[src/rtl/operand_gen.sv]
// Burst operand-pair generator feeding the operand-capture stage (const/incr/lfsr/cross patterns).
// Define OPERAND_GEN_STALL_EN to add the stall_i port that pauses a burst without losing elements.
module operand_gen #(
  parameter int unsigned CNT_W  = 16,
  parameter logic [7:0]  SEED_A = 8'hA5,
  parameter logic [7:0]  SEED_B = 8'h5A
) (
  input  logic             clk,
  input  logic             rst,
  input  logic             start_i,
`ifdef OPERAND_GEN_STALL_EN
  input  logic             stall_i,
`endif
  input  logic [1:0]       mode_i,
  input  logic [CNT_W-1:0] count_i,
  input  logic [7:0]       a_init_i,
  input  logic [7:0]       b_init_i,
  output logic [7:0]       a_o,
  output logic [7:0]       b_o,
  output logic             valid_o,
  output logic             busy_o,
  output logic             done_o
);

  typedef enum logic {IDLE, RUN} state_t;
  typedef enum logic [1:0] {M_CONST = 2'd0, M_INCR = 2'd1, M_LFSR = 2'd2, M_CROSS = 2'd3} mode_t;

  state_t           state;
  mode_t            mode_q;
  logic [CNT_W-1:0] remaining;
  logic             stall;
  logic [7:0]       a_load;
  logic [7:0]       b_load;
  logic [7:0]       a_next;
  logic [7:0]       b_next;

`ifdef OPERAND_GEN_STALL_EN
  assign stall = stall_i;
`else
  assign stall = 1'b0;
`endif

  function automatic logic [7:0] lfsr_next(input logic [7:0] x);
    return {x[6:0], x[7] ^ x[5] ^ x[4] ^ x[3]};
  endfunction

  // A zero seed would lock the LFSR at zero forever, so substitute the seed parameter.
  always_comb begin
    a_load = a_init_i;
    b_load = b_init_i;
    if (mode_t'(mode_i) == M_LFSR) begin
      if (a_init_i == 8'd0) a_load = SEED_A;
      if (b_init_i == 8'd0) b_load = SEED_B;
    end
  end

  always_comb begin
    a_next = a_o;
    b_next = b_o;
    case (mode_q)
      M_CONST: begin
        a_next = a_o;
        b_next = b_o;
      end
      M_INCR: begin
        a_next = a_o + 8'd1;
        b_next = b_o + 8'd1;
      end
      M_LFSR: begin
        a_next = lfsr_next(a_o);
        b_next = lfsr_next(b_o);
      end
      M_CROSS: begin
        a_next = a_o + 8'd1;
        b_next = b_o - 8'd1;
      end
      default: ;
    endcase
  end

  always_ff @(posedge clk) begin
    if (rst) begin
      state     <= IDLE;
      mode_q    <= M_CONST;
      remaining <= '0;
      a_o       <= 8'd0;
      b_o       <= 8'd0;
      valid_o   <= 1'b0;
      busy_o    <= 1'b0;
      done_o    <= 1'b0;
    end else begin
      done_o <= 1'b0;
      case (state)
        IDLE: begin
          valid_o <= 1'b0;
          busy_o  <= 1'b0;
          if (start_i) begin
            if (count_i != '0) begin
              mode_q    <= mode_t'(mode_i);
              a_o       <= a_load;
              b_o       <= b_load;
              remaining <= count_i - CNT_W'(1);
              valid_o   <= 1'b1;
              busy_o    <= 1'b1;
              state     <= RUN;
            end else begin
              done_o <= 1'b1;
            end
          end
        end
        RUN: begin
          // A stall freezes the sequence; the held element is not counted again.
          if (stall) begin
            valid_o <= 1'b0;
          end else if (remaining != '0) begin
            a_o       <= a_next;
            b_o       <= b_next;
            remaining <= remaining - CNT_W'(1);
            valid_o   <= 1'b1;
          end else begin
            valid_o <= 1'b0;
            busy_o  <= 1'b0;
            done_o  <= 1'b1;
            state   <= IDLE;
          end
        end
        default: state <= IDLE;
      endcase
    end
  end

endmodule

[config.mk]
export PLATFORM = sky130hd
export DESIGN_NAME = operand_gen
export DESIGN_NICKNAME = d
export VERILOG_FILES = /design/src/rtl/operand_gen.sv
export SDC_FILE = /design/constraint.sdc
export NUM_CORES = 1
export LEC_CHECK = 0
export CELL_PAD_IN_SITES_DETAIL_PLACEMENT = 0
export CELL_PAD_IN_SITES_GLOBAL_PLACEMENT = 1
export CORE_ASPECT_RATIO = 0.75
export CORE_MARGIN = 5
export CORE_UTILIZATION = 35
export CTS_CLUSTER_SIZE = 10
export DETAILED_ROUTE_END_ITERATION = 8
export PLACE_DENSITY_LB_ADDON = 0.1
export SLEW_MARGIN = 20
export SYNTH_ARGS = -nofsm -noshare
export SYNTH_HDL_FRONTEND = slang
export SYNTH_SLANG_ARGS = --single-unit
export TNS_END_PERCENT = 30
[constraint.sdc]
create_clock -name clk -period 2.9 [get_ports clk]
set_clock_uncertainty 0.15 [all_clocks]
set_input_delay 0.29 -clock clk [delete_from_list [all_inputs] [get_ports clk]]
set_output_delay 0.29 -clock clk [all_outputs]
set_load 0.005 [all_outputs]
==> summary.md <==
| Metric | Value |
|---|---|
| Synthesized area | `3055 um2` |
| Peak VDD IR | `235.9 uV` |
| Max cap viols | `0` |
| Initial drt markers | `230` |
| Worst Tran Pin Value | `1.074 ns` |
| CTS Buf Count | `5` |
| Post-synth EDFFs | `0` |
| Initial core utilization | `35.99%` |
| Switching share of total power | `36.48%` |
| Main synth FF type | `dfxtp_1` |
| PD cells | `494.8 nW/um2` |
| Placed Cells | `566` |
| Net Switching | `0.7079 mW` |
| Nets@finish | `505` |
| Logic pwr share | `38.1%` |
| Post-synth cell types | `72` |
| Total track usage | `18.52%` |
| Maximum buffer depth of the clock tree | `2` |
| I/O Pins | `56` |
| WHS | `0.3463 ns` |
| CP endpoint kind | `flip-flop` |
| Die Area | `10720 um2` |
| Final min period | `2.557 ns` |
| Post-synthesis net count | `451` |
| Share of layout cells above drive strength 1 | `12.23%` |
| Overflow after GRT | `0` |
| Routed WL | `10.28 mm` |
| Detail Route Antenna Nets | `0` |
| Max Clock Freq | `391.1 MHz` |
| H-tree depth | `2` |
| Filler cells | `908` |
| RSZ-0062 raised after global routing | `no` |
| CP Data Required Time | `2.96 ns` |
| Gpl congestion | `0.8368` |
| Post_cts resized | `0` |
| TritonCTS Sinks | `37` |
| Die W | `117.9 um` |
| Pleak | `1.372 nW` |
| Rows | `29` |
| Post-Synthesis Cells | `411` |
| Cell taking the most area after synthesis | `dfxtp_1` |
| Slew Viols, Final | `0` |
| Initial antenna violation count | `0` |
| Vias in the first global route | `3189` |
| Slew headroom | `28.40%` |
| CTS clk-pin slew, worst paths | `0.06 ns` |
| Ys Warns | `0` |
| Hold Buf Count CTS | `0` |
| P&R area growth vs syn | `28.34%` |
| Flop pwr share | `34.2%` |
| Dpl hpwl | `7.393 mm` |
| Hold crit path type | `reg2reg` |
| TritonRoute pass-1 iters | `5` |
| Post-Layout Cell Count | `574` |
| Setup TNS | `0 ns` |
| Vias per cell | `5.894` |
| Synth Area per Inst | `7.434 um2` |
| Clk network pwr share | `27.7%` |
| Final setup vio count | `0` |
| Area contributors post-synth | `dfxtp_1 (24%), a21oi_1 (7.7%), nand2_1 (6.3%), nor2_1 (3.9%), o211ai_1 (3.7%)` |
| Area of the core | `8491 um2` |
| Setup crit start kind | `primary input` |
| Status | `completed` |
| Count leader, synth | `nand2_1` |
| Buffers on Ports | `55` |
| #FFs+latches synth | `37` |
| Hold Violations, Final | `0` |
| # diodes | `0` |
| Routed WL per cell | `17.90 um` |
| Root Driver | `clkbuf_16` |
| Async set or reset register ratio after synthesis | `0%` |
| Skew-Pair Late Insertion Delay | `0.28 ns` |
| Share of the synthesized area in the top cell type | `24.24%` |
| DRC | `0` |
| CTS tree | `yes` |
| Worst Setup Path Type | `in2reg` |
| Final Cycle Share | `88.16%` |
| Critical path data arrival time | `2.62 ns` |
| Via Count | `3383` |
| Cell Int Power | `1.232 mW` |
| Crit path max fanout | `19` |
| Die Y | `90.92 um` |
| Largest net degree at the start of global routing | `40` |
| Post-CTS setup buffer count | `0` |
| First-pass GRT wire length | `16.66 mm` |
| Post-synthesis sequential area ratio | `24.24%` |
| Commonest cells post-synth | `nand2_1 (51), a21oi_1 (47), dfxtp_1 (37)` |
## path summary, 6_finish.rpt
kind / slack (ns) / to / start / cells after the start
setup / recovery: 0.34 / a_o[2]$_SDFFE_PP0P_ / count_i[3] / 7
hold / removal: 0.35 / remaining[6]$_SDFFE_PP0P_ / remaining[6]$_SDFFE_PP0P_ / 2
setup reg to reg: 0.37 / a_o[2]$_SDFFE_PP0P_ / remaining[7]$_SDFFE_PP0P_ / 6
hold reg to reg: 0.35 / remaining[6]$_SDFFE_PP0P_ / remaining[6]$_SDFFE_PP0P_ / 2
## registers in the layout, summed over array words and instances (netlist names)
register   count
state          1
a_o            8
busy_o         1
b_o            8
done_o         1
mode_q         2
remaining     16
## layout make-up
type	count	area (um2)	area share, %
tap	108	135.1	3.446
multi-input combinational	336	2153	54.91
timing repair buffer	76	720.7	18.38
inverter	9	33.78	0.8615
clock buffer	8	136.4	3.478
sequential	37	742.0	18.92
## layout by cell type, fill, tap and decap left out, types with 3 or more instances in the layout
cell type / Yosys / layout
xnor2_1: 9 / 9
o22ai_1: 5 / 4
o21ai_0: 9 / 9
nand4_1: 5 / 5
or3_1: 8 / 8
dfxtp_1: 37 / 36
o221ai_1: 4 / 4
nand2b_1: 3 / 3
o211ai_1: 15 / 15
xor2_1: 7 / 7
o31ai_1: 4 / 4
or2_2: 4 / 4
nor4_1: 7 / 7
buf_4: 2 / 20
inv_1: 8 / 8
a211oi_2: 4 / 4
nor3b_1: 3 / 3
nor2b_1: 5 / 5
clkbuf_16: 0 / 5
clkdlybuf4s50_1: 0 / 55
nand3_1: 13 / 13
clkbuf_1: 13 / 3
nor2_1: 32 / 32
nor3_1: 15 / 15
a31oi_1: 11 / 11
o21ai_1: 5 / 5
nand2_1: 51 / 51
a22o_1: 3 / 3
mux2i_1: 11 / 11
a21oi_1: 47 / 47
## cells by family (layout without fill, tap and decap cells)
kind of cell | Yosys count | after routing | share of synthesized area (%)
compound gates | 136 | 136 | 30.26
mux | 13 | 13 | 4.341
flops | 37 | 37 | 24.24
simple gates | 168 | 168 | 29.61
buf+inv | 38 | 93 | 5.733
fa+ha+maj | 3 | 3 | 1.229
xor+xnor | 16 | 16 | 4.587
## stage by stage
step | utilization (%) | instance area [um2] | setup WS [ns] | total power [mW]
floorplan | - | 3079 | 0.04392 | 1.130
global placement | 44.58 | 3785 | 0.09717 | 1.401
detailed placement | 44.58 | 3785 | 0.02546 | 1.406
finish | 46.18 | 3921 | 0.3434 | 1.940
CTS | 46.18 | 3921 | 0.3127 | 1.945
global route | 46.18 | 3921 | 0.1650 | 2.057
## critical path, cell delays in order
cell	delay [ns]
clkdlybuf4s50_1	0.59
nor4_4	0.11
nand4_2	0.14
nand2_2	0.11
a21oi_2	0.86
o221ai_1	0.31
a21oi_1	0.21
## routing by layer
metal	vias to the layer above	part of all wire (%)	global-route usage, %
li1	1657	-	-
met1	1614	51	28.78
met2	104	42	26.93
met3	8	6.0	3.193
met4	0	0.78	2.865
met5	-	0	0
## power groups by stage
stage	clock network, mW	logic, mW	registers [mW]
final	0.537	0.739	0.664
after global routing	0.568	0.813	0.676
after CTS	0.546	0.736	0.662
after detailed placement	0	0.732	0.673
after global placement	0	0.728	0.673
after floorplan	0	0.494	0.636
(Power assumes the default switching activity.)
